### config.mk
export PLATFORM = sky130hd
export DESIGN_NAME = greenhouse_climate_ctrl_flat
export DESIGN_NICKNAME = d
export VERILOG_FILES = /design/src/rtl/climate_pkg.sv /design/src/rtl/greenhouse_climate_ctrl_if.sv /design/src/rtl/lux_shade_hyst.sv /design/src/rtl/greenhouse_climate_ctrl.sv /design/src/flat_wrapper.sv
export SDC_FILE = /design/constraint.sdc
export NUM_CORES = 1
export LEC_CHECK = 0
export ABC_CLOCK_PERIOD_IN_PS = 4400
export BUFFER_PORTS_ARGS = -buffer_cell sky130_fd_sc_hd__buf_2
export CAP_MARGIN = 20
export CORE_MARGIN = 10
export CORE_UTILIZATION = 30
export DETAILED_ROUTE_END_ITERATION = 16
export PLACE_DENSITY = 0.53
export SYNTH_ARGS = -nofsm -noshare
export SYNTH_HDL_FRONTEND = slang
export SYNTH_HIERARCHICAL = 1
export SYNTH_SLANG_ARGS = --single-unit
### constraint.sdc
create_clock -name clk -period 4.4 [get_ports clk]
set_input_delay 0.22 -clock clk [delete_from_list [all_inputs] [get_ports clk]]
set_output_delay 0.22 -clock clk [all_outputs]
set_load 0.1 [all_outputs]
### src/rtl/climate_pkg.sv
// Shared types and constants for the greenhouse climate controller.
package climate_pkg;

    localparam int unsigned TEMP_WIDTH = 9;
    localparam int T_MIN = -40;
    localparam int T_MAX = 85;

    typedef logic signed [TEMP_WIDTH-1:0] temp_t;
    typedef logic signed [TEMP_WIDTH:0]   temp_ext_t;

    typedef enum logic [1:0] {
        StIdle    = 2'b00,
        StHeating = 2'b01,
        StCooling = 2'b10
    } ctrl_state_e;

    function automatic temp_ext_t sext(input temp_t t);
        return {t[TEMP_WIDTH-1], t};
    endfunction

endpackage

### src/rtl/greenhouse_climate_ctrl_if.sv
// Sensor readings in from i2c_control and actuator commands out to the I/O drivers.
interface greenhouse_climate_ctrl_if;
    import climate_pkg::*;

    temp_t       solar_celcius;
    temp_t       greenhouse_celcius;
    temp_t       ambient_celcius;
    temp_t       geothermal_celcius;
    logic [15:0] n_lux;
    logic [15:0] e_lux;
    logic [15:0] s_lux;
    logic [15:0] w_lux;

    logic        heater_on;
    logic        geo_pump_on;
    logic        vent_open;
    logic        fan_on;
    logic        shade_closed;
    logic        solar_pump_on;
    logic        sensor_fault;
    logic [1:0]  ctrl_state;

    modport master (
        output solar_celcius, greenhouse_celcius, ambient_celcius, geothermal_celcius,
        output n_lux, e_lux, s_lux, w_lux,
        input  heater_on, geo_pump_on, vent_open, fan_on, shade_closed, solar_pump_on,
        input  sensor_fault, ctrl_state
    );

    modport slave (
        input  solar_celcius, greenhouse_celcius, ambient_celcius, geothermal_celcius,
        input  n_lux, e_lux, s_lux, w_lux,
        output heater_on, geo_pump_on, vent_open, fan_on, shade_closed, solar_pump_on,
        output sensor_fault, ctrl_state
    );

endinterface

### src/rtl/lux_shade_hyst.sv
// Averages four lux readings and drives the shade with a hi/lo hysteresis band.
module lux_shade_hyst #(
    parameter int unsigned LUX_HI = 30000,
    parameter int unsigned LUX_LO = 20000
) (
    input  logic        clk,
    input  logic        rst,
    input  logic        en,
    input  logic [15:0] n_lux,
    input  logic [15:0] e_lux,
    input  logic [15:0] s_lux,
    input  logic [15:0] w_lux,
    output logic        shade_closed
);

    localparam logic [15:0] LuxHi = 16'(LUX_HI);
    localparam logic [15:0] LuxLo = 16'(LUX_LO);

    logic [17:0] lux_sum;
    logic [15:0] lux_avg;
    logic        shade_d;
    logic        shade_q;

    // 18-bit sum keeps four full-scale readings without overflow.
    always_comb begin
        lux_sum = 18'(n_lux) + 18'(e_lux) + 18'(s_lux) + 18'(w_lux);
        lux_avg = lux_sum[17:2];
        shade_d = shade_q;
        if (en) begin
            if (lux_avg > LuxHi) begin
                shade_d = 1'b1;
            end else if (lux_avg < LuxLo) begin
                shade_d = 1'b0;
            end
        end
    end

    always_ff @(posedge clk) begin
        if (!rst) begin
            shade_q <= 1'b0;
        end else begin
            shade_q <= shade_d;
        end
    end

    assign shade_closed = shade_q;

endmodule

### src/rtl/greenhouse_climate_ctrl.sv
// Periodic sampling of greenhouse sensors, hysteretic heat/cool FSM with minimum dwell,
// sensor-fault gating and registered actuator outputs.
module greenhouse_climate_ctrl
    import climate_pkg::*;
#(
    parameter int unsigned SAMPLE_DIV  = 1000,
    parameter int          SETPOINT    = 22,
    parameter int          HYST        = 2,
    parameter int unsigned MIN_DWELL   = 3,
    parameter int          GEO_DELTA   = 2,
    parameter int          SOLAR_DELTA = 5,
    parameter int unsigned LUX_HI      = 30000,
    parameter int unsigned LUX_LO      = 20000
) (
    input  logic                      clk,
    input  logic                      rst,
    greenhouse_climate_ctrl_if.slave  bus
);

    localparam int unsigned CntW   = (SAMPLE_DIV > 1) ? $clog2(SAMPLE_DIV) : 1;
    localparam int unsigned DwellW = $clog2(MIN_DWELL + 2);

    localparam logic [CntW-1:0]   CntLast    = CntW'(SAMPLE_DIV - 1);
    localparam logic [DwellW-1:0] DwellMin   = DwellW'(MIN_DWELL);
    localparam temp_ext_t         Setpoint   = temp_ext_t'(SETPOINT);
    localparam temp_ext_t         HeatOn     = temp_ext_t'(SETPOINT - HYST);
    localparam temp_ext_t         CoolOn     = temp_ext_t'(SETPOINT + HYST);
    localparam temp_ext_t         GeoDelta   = temp_ext_t'(GEO_DELTA);
    localparam temp_ext_t         SolarDelta = temp_ext_t'(SOLAR_DELTA);
    localparam temp_ext_t         TMin       = temp_ext_t'(T_MIN);
    localparam temp_ext_t         TMax       = temp_ext_t'(T_MAX);

    logic [CntW-1:0]   cnt_q;
    logic              tick;
    logic              eval_q;

    temp_t             solar_q, gh_q, amb_q, geo_q;
    logic [15:0]       n_lux_q, e_lux_q, s_lux_q, w_lux_q;

    ctrl_state_e       state_q, state_d;
    logic [DwellW-1:0] dwell_q, dwell_d;
    logic              heater_q, heater_d;
    logic              geo_q_on, geo_d_on;
    logic              vent_q, vent_d;
    logic              fan_q, fan_d;
    logic              fault_q, fault_d;
    logic              solar_on_q, solar_on_d;
    logic              shade;

    temp_ext_t         gh;
    logic              fault;

    assign tick = (cnt_q == CntLast);

    always_comb begin
        gh         = sext(gh_q);
        fault      = (gh < TMin) || (gh > TMax);
        state_d    = state_q;
        dwell_d    = dwell_q;
        heater_d   = heater_q;
        geo_d_on   = geo_q_on;
        vent_d     = vent_q;
        fan_d      = fan_q;
        fault_d    = fault_q;
        solar_on_d = solar_on_q;
        if (eval_q) begin
            fault_d    = fault;
            solar_on_d = sext(solar_q) > (gh + SolarDelta);
            heater_d   = 1'b0;
            geo_d_on   = 1'b0;
            vent_d     = 1'b0;
            fan_d      = 1'b0;
            if (fault) begin
                state_d = StIdle;
                dwell_d = '0;
            end else begin
                if (dwell_q >= DwellMin) begin
                    case (state_q)
                        StIdle: begin
                            if (gh < HeatOn) begin
                                state_d = StHeating;
                            end else if (gh > CoolOn) begin
                                state_d = StCooling;
                            end
                        end
                        StHeating: if (gh >= Setpoint) state_d = StIdle;
                        StCooling: if (gh <= Setpoint) state_d = StIdle;
                        default:   state_d = StIdle;
                    endcase
                end
                if (state_d != state_q) begin
                    dwell_d = '0;
                end else if (dwell_q != '1) begin
                    dwell_d = dwell_q + DwellW'(1);
                end
                // Actuators follow the post-transition state.
                case (state_d)
                    StHeating: begin
                        if (sext(geo_q) > (gh + GeoDelta)) begin
                            geo_d_on = 1'b1;
                        end else begin
                            heater_d = 1'b1;
                        end
                    end
                    StCooling: begin
                        vent_d = 1'b1;
                        fan_d  = (sext(amb_q) >= gh);
                    end
                    default: ;
                endcase
            end
        end
    end

    always_ff @(posedge clk) begin
        if (!rst) begin
            cnt_q      <= '0;
            eval_q     <= 1'b0;
            solar_q    <= '0;
            gh_q       <= '0;
            amb_q      <= '0;
            geo_q      <= '0;
            n_lux_q    <= '0;
            e_lux_q    <= '0;
            s_lux_q    <= '0;
            w_lux_q    <= '0;
            state_q    <= StIdle;
            dwell_q    <= DwellMin;
            heater_q   <= 1'b0;
            geo_q_on   <= 1'b0;
            vent_q     <= 1'b0;
            fan_q      <= 1'b0;
            fault_q    <= 1'b0;
            solar_on_q <= 1'b0;
        end else begin
            cnt_q  <= tick ? '0 : cnt_q + CntW'(1);
            eval_q <= tick;
            if (tick) begin
                solar_q <= bus.solar_celcius;
                gh_q    <= bus.greenhouse_celcius;
                amb_q   <= bus.ambient_celcius;
                geo_q   <= bus.geothermal_celcius;
                n_lux_q <= bus.n_lux;
                e_lux_q <= bus.e_lux;
                s_lux_q <= bus.s_lux;
                w_lux_q <= bus.w_lux;
            end
            state_q    <= state_d;
            dwell_q    <= dwell_d;
            heater_q   <= heater_d;
            geo_q_on   <= geo_d_on;
            vent_q     <= vent_d;
            fan_q      <= fan_d;
            fault_q    <= fault_d;
            solar_on_q <= solar_on_d;
        end
    end

    lux_shade_hyst #(
        .LUX_HI (LUX_HI),
        .LUX_LO (LUX_LO)
    ) u_lux_shade_hyst (
        .clk          (clk),
        .rst          (rst),
        .en           (eval_q),
        .n_lux        (n_lux_q),
        .e_lux        (e_lux_q),
        .s_lux        (s_lux_q),
        .w_lux        (w_lux_q),
        .shade_closed (shade)
    );

    assign bus.heater_on     = heater_q;
    assign bus.geo_pump_on   = geo_q_on;
    assign bus.vent_open     = vent_q;
    assign bus.fan_on        = fan_q;
    assign bus.shade_closed  = shade;
    assign bus.solar_pump_on = solar_on_q;
    assign bus.sensor_fault  = fault_q;
    assign bus.ctrl_state    = state_q;

endmodule

### src/flat_wrapper.sv
// flat-port wrapper written by rule: the top's interface ports become plain ports
module greenhouse_climate_ctrl_flat import climate_pkg::*;
#(
    parameter int unsigned SAMPLE_DIV  = 1000,
    parameter int          SETPOINT    = 22,
    parameter int          HYST        = 2,
    parameter int unsigned MIN_DWELL   = 3,
    parameter int          GEO_DELTA   = 2,
    parameter int          SOLAR_DELTA = 5,
    parameter int unsigned LUX_HI      = 30000,
    parameter int unsigned LUX_LO      = 20000
)
  (clk, rst, bus_solar_celcius, bus_greenhouse_celcius, bus_ambient_celcius, bus_geothermal_celcius, bus_n_lux, bus_e_lux, bus_s_lux, bus_w_lux, bus_heater_on, bus_geo_pump_on, bus_vent_open, bus_fan_on, bus_shade_closed, bus_solar_pump_on, bus_sensor_fault, bus_ctrl_state);
  greenhouse_climate_ctrl_if bus_i ();
  input  logic clk;
  input  logic rst;
  input wire logic [$bits(bus_i.solar_celcius)-1:0] bus_solar_celcius;
  input wire logic [$bits(bus_i.greenhouse_celcius)-1:0] bus_greenhouse_celcius;
  input wire logic [$bits(bus_i.ambient_celcius)-1:0] bus_ambient_celcius;
  input wire logic [$bits(bus_i.geothermal_celcius)-1:0] bus_geothermal_celcius;
  input wire logic [$bits(bus_i.n_lux)-1:0] bus_n_lux;
  input wire logic [$bits(bus_i.e_lux)-1:0] bus_e_lux;
  input wire logic [$bits(bus_i.s_lux)-1:0] bus_s_lux;
  input wire logic [$bits(bus_i.w_lux)-1:0] bus_w_lux;
  output wire logic [$bits(bus_i.heater_on)-1:0] bus_heater_on;
  output wire logic [$bits(bus_i.geo_pump_on)-1:0] bus_geo_pump_on;
  output wire logic [$bits(bus_i.vent_open)-1:0] bus_vent_open;
  output wire logic [$bits(bus_i.fan_on)-1:0] bus_fan_on;
  output wire logic [$bits(bus_i.shade_closed)-1:0] bus_shade_closed;
  output wire logic [$bits(bus_i.solar_pump_on)-1:0] bus_solar_pump_on;
  output wire logic [$bits(bus_i.sensor_fault)-1:0] bus_sensor_fault;
  output wire logic [$bits(bus_i.ctrl_state)-1:0] bus_ctrl_state;
  assign bus_i.solar_celcius = bus_solar_celcius;
  assign bus_i.greenhouse_celcius = bus_greenhouse_celcius;
  assign bus_i.ambient_celcius = bus_ambient_celcius;
  assign bus_i.geothermal_celcius = bus_geothermal_celcius;
  assign bus_i.n_lux = bus_n_lux;
  assign bus_i.e_lux = bus_e_lux;
  assign bus_i.s_lux = bus_s_lux;
  assign bus_i.w_lux = bus_w_lux;
  assign bus_heater_on = bus_i.heater_on;
  assign bus_geo_pump_on = bus_i.geo_pump_on;
  assign bus_vent_open = bus_i.vent_open;
  assign bus_fan_on = bus_i.fan_on;
  assign bus_shade_closed = bus_i.shade_closed;
  assign bus_solar_pump_on = bus_i.solar_pump_on;
  assign bus_sensor_fault = bus_i.sensor_fault;
  assign bus_ctrl_state = bus_i.ctrl_state;
  greenhouse_climate_ctrl #(.SAMPLE_DIV(SAMPLE_DIV), .SETPOINT(SETPOINT), .HYST(HYST), .MIN_DWELL(MIN_DWELL), .GEO_DELTA(GEO_DELTA), .SOLAR_DELTA(SOLAR_DELTA), .LUX_HI(LUX_HI), .LUX_LO(LUX_LO)) u_core (.clk(clk), .rst(rst), .bus(bus_i));
endmodule
==> flow_summary.rst <==
.. list-table::
   :header-rows: 1

   * - Metric
     - Value
   * - Global-route wire length before repair
     - 33490 µm
   * - Failing checks
     - negative setup slack
   * - Gate Count Post-Synth
     - 914
   * - Number of iterations in the first detailed-routing pass
     - 4
   * - Area added between synthesis and finish
     - 23.63%
   * - Number of diodes
     - 0
   * - Count of buffers from port buffering
     - 110
   * - CTS tree
     - done
   * - Mean area per synthesized cell
     - 8.337 µm²
   * - Setup Total Neg Slack
     - -0.1930 ns
   * - GRT met1 Usage
     - 15.87%
   * - Number of placement rows
     - 58
   * - Total global routing overflow
     - 0
   * - Final Setup Violations
     - 1
   * - Crit path capture type
     - flop
   * - Status
     - complete, but fails checks
   * - Clock sink count
     - 123
   * - Post-route fraction of the period consumed by the critical path
     - 104.4%
   * - Worst vdd rail ir drop
     - 0.1851 mV
   * - Post-route total power
     - 2.557 mW
   * - Gr busiest metal
     - met2
   * - Detailed router's first-iteration violation count
     - 359
   * - Largest net degree at the start of global routing
     - 103
   * - Crit path from
     - u_core/n_lux_q[1]
   * - Data arrival time of the critical path
     - 4.92 ns
   * - Slack of the critical path
     - -0.1930 ns
   * - Largest fanout of any net on the critical path
     - 3
   * - Beginning of the worst hold path
     - bus_solar_celcius[3]
   * - Number of register bits inferred by synthesis
     - 123
   * - Routed length per placed instance
     - 14.77 µm
   * - Power density over cell area
     - 271.4 nW/µm²
   * - Count of H-tree levels built during CTS
     - 4
   * - R2r setup slk
     - -0.19 ns
   * - Sequential-to-total area share from yosys stat
     - 32.32%
   * - Fraction of met2 tracks used by global routing
     - 22.14%
   * - Clock tree root buffer cell
     - clkbuf_16
   * - Number of fill cells
     - 2691
   * - Crit Reg-Reg Startpoint
     - u_core/n_lux_q[1]
   * - CTS buffer count
     - 17
   * - Clock slew at reported path FFs
     - 0.06 ns
   * - End of the worst register-to-register path
     - u_core/u_lux_shade_hyst/shade_closed
   * - Count of cells along the worst hold path
     - 3
   * - Height of the chip
     - 179.4 µm
   * - Top post-synthesis cells by count
     - nand2_1, dfxtp_1, ha_1, a21boi_0, a21boi_1
   * - Io pins
     - 111
   * - Clock Tree Buf Depth
     - 2
   * - Number of global-route vias before repair
     - 6679
   * - All-Layer GR Usage
     - 13.01%
   * - RSZ-0062 raised after global routing
     - yes
   * - Count of vias placed by the detailed router
     - 6517
   * - DRC viols
     - 0
   * - Endpoint, Worst Hold
     - u_core/solar_q[3]
   * - Post-synth top flop
     - dfxtp_1
   * - Final min period
     - 4.593 ns
   * - Length in cells of the worst reg-to-reg path
     - 19
   * - Number of maximum-capacitance constraint violations
     - 0
   * - Initial Utilization
     - 30.35%
   * - Final max-slew violation count
     - 0
   * - Post-synth top area cell
     - dfxtp_1
   * - Met3 Use GR
     - 3.688%
   * - Die area
     - 32170 µm²
   * - Aggregate routed wire length
     - 20380 µm
   * - Cell with the most instances after synthesis
     - nand2_1
   * - Dpl hpwl
     - 15480 µm
   * - Layout Skew
     - 0.01185 ns
   * - Startpoint type of the worst setup path
     - flop
   * - Floorplan die width
     - 179.4 µm
   * - Fraction of post-synthesis cell area in the top cell type by area
     - 32.32%
   * - Cell types occupying the most area after synthesis
     - dfxtp_1, ha_1, nand2_1, a21boi_0, fa_1
   * - Yosys warning total
     - 6
   * - Leakage
     - 3.838 nW
   * - Source-to-sink clock delay at the later pin of the worst-skew pair
     - 0.42 ns
   * - Post-synth EDFFs
     - 0
   * - Kind of critical path
     - reg2reg
   * - Final ANT Viol Nets
     - 0
   * - DP Area
     - 8653 µm²
   * - Via density
     - 4.722
   * - Max transition margin
     - 52.23%
   * - Share of cells above drive strength 1
     - 20.76%
   * - Hold Fails Final Rpt
     - 0
   * - Required time at the worst-slack endpoint
     - 4.73 ns
   * - Slew at the pin closest to its max-slew limit
     - 0.7155 ns
   * - Maximum clock rate
     - 0.2177 GHz
   * - Core box area
     - 25110 µm²
   * - Final layout net count
     - 1227
   * - Count of unique library cells instantiated by Yosys
     - 73
   * - Design area
     - 9420 µm²
   * - Net count after synthesis
     - 1104
   * - Final estimated routing congestion in global placement
     - 0.8505
   * - Hold/Removal Path Class
     - in2reg
   * - Initial antenna violation count
     - 0
   * - Cell area after synthesis
     - 7620 µm²
   * - Share of synthesized flip-flops with an asynchronous set or reset
     - 0%
layout make-up:
cell class,count,area (µm²),share of cell area [%]
clock buffer,18,439.2,4.662
clock inverter,14,133.9,1.421
inverter,37,138.9,1.474
multi-input combinational,714,5010,53.18
sequential,123,2465,26.17
tap,330,412.9,4.383
timing repair buffer,144,820.8,8.713
routing by layer:
layer	vias to the layer above	wire [µm]	share of wire (%)
met5	-	0	0
met4	0	183	0.90
met3	15	968	4.7
met2	98	9937	49
met1	3007	9290	46
li1	3397	-	-
layout by cell type, fill, tap and decap left out, types with 5 or more instances in the layout:
| cell type | n |
|---|---|
| or3_1 | 5 |
| nor3_1 | 10 |
| and3_1 | 6 |
| a21o_1 | 8 |
| o21ai_1 | 6 |
| nand2b_1 | 9 |
| a21oi_1 | 26 |
| inv_6 | 6 |
| o21ai_0 | 23 |
| a21boi_1 | 38 |
| nor2b_1 | 10 |
| o21a_1 | 9 |
| ha_1 | 66 |
| nand2_1 | 231 |
| clkbuf_16 | 17 |
| or2_2 | 5 |
| buf_2 | 110 |
| nor2_1 | 29 |
| nand3_1 | 14 |
| xnor2_1 | 25 |
| inv_1 | 35 |
| a21boi_0 | 63 |
| xor2_1 | 13 |
| nand4_1 | 6 |
| dfxtp_1 | 121 |
| buf_4 | 32 |
| fa_1 | 16 |
worst max-delay path, cell delays in order (launching register included):
cell and delay, ns:
dfxtp_1 0.33, ha_1 0.29, a21o_1 0.19, a21oi_2 0.11
buf_4 0.13, o21ai_1 0.07, a211o_1 0.31, a31oi_4 0.20
nor2b_4 0.19, xnor2_2 0.07, fa_1 0.48, ha_1 0.30
a21o_1 0.19, a21oi_2 0.18, buf_4 0.14, a31oi_2 0.12
a22o_1 0.28, or4b_1 0.51, o21a_1 0.13, o41ai_2 0.29
per-stage QoR:
step	hold slack [ns]	instances	util, %	worst slack [ns]
after floorplan	0.3548	914	-	0.003996
after global placement	0.4350	1344	34.46	-0.3455
after detailed placement	0.4403	1344	34.46	-0.4344
after CTS	0.001295	1379	37.40	-0.2201
after global routing	0.007107	1380	37.52	-0.4528
final	0.03138	1380	37.52	-0.1930
flip-flops by register name, summed over array words and instances (netlist names), 2 cells and up:
signal and cells:
u_core/amb_q 9, u_core/bus.ctrl_state 2, u_core/cnt_q 10, u_core/dwell_q 3, u_core/e_lux_q 16, u_core/geo_q 9
u_core/gh_q 9, u_core/n_lux_q 16, u_core/s_lux_q 16, u_core/solar_q 9, u_core/w_lux_q 16
what timing repair did:
item	4_1_cts	5_1_grt
pin swaps	16	1
setup endpoints to repair	1	1
resized for setup	26	3
buffers inserted	2	0
gates cloned	0	0
hold endpoints to repair	1	0
hold buffers	1	0
cell families (layout without fill, tap and decap cells):
group / Yosys count / after routing / share of synthesized area, %
muxes: 3 / 3 / 0.3941
DFF: 123 / 123 / 32.32
buffers and inverters: 77 / 213 / 4.039
adders and majority gates: 88 / 88 / 16.12
xor gates and xnor gates: 41 / 41 / 4.713
and+or+nand+nor: 352 / 352 / 20.54
AOI/OAI and AO/OA: 230 / 230 / 21.87
power by group:
| part | switching, mW | total [mW] | internal [mW] |
|---|---|---|---|
| clock network | 0.558 | 1.36 | 0.802 |
| registers | 0.00179 | 1.12 | 1.12 |
| logic | 0.0320 | 0.0794 | 0.0474 |
worst max path at each step:
stage	endpoint	slack, ns	cells past startpoint
floorplan	u_core/u_lux_shade_hyst/shade_closed	0.004	19
detailed placement	u_core/u_lux_shade_hyst/shade_closed	-0.43	19
global route	u_core/u_lux_shade_hyst/shade_closed	-0.45	23
global placement	u_core/u_lux_shade_hyst/shade_closed	-0.35	23
CTS	u_core/u_lux_shade_hyst/shade_closed	-0.22	21
finish	u_core/u_lux_shade_hyst/shade_closed	-0.19	19
Note: power is estimated with default switching activity, not from simulation.
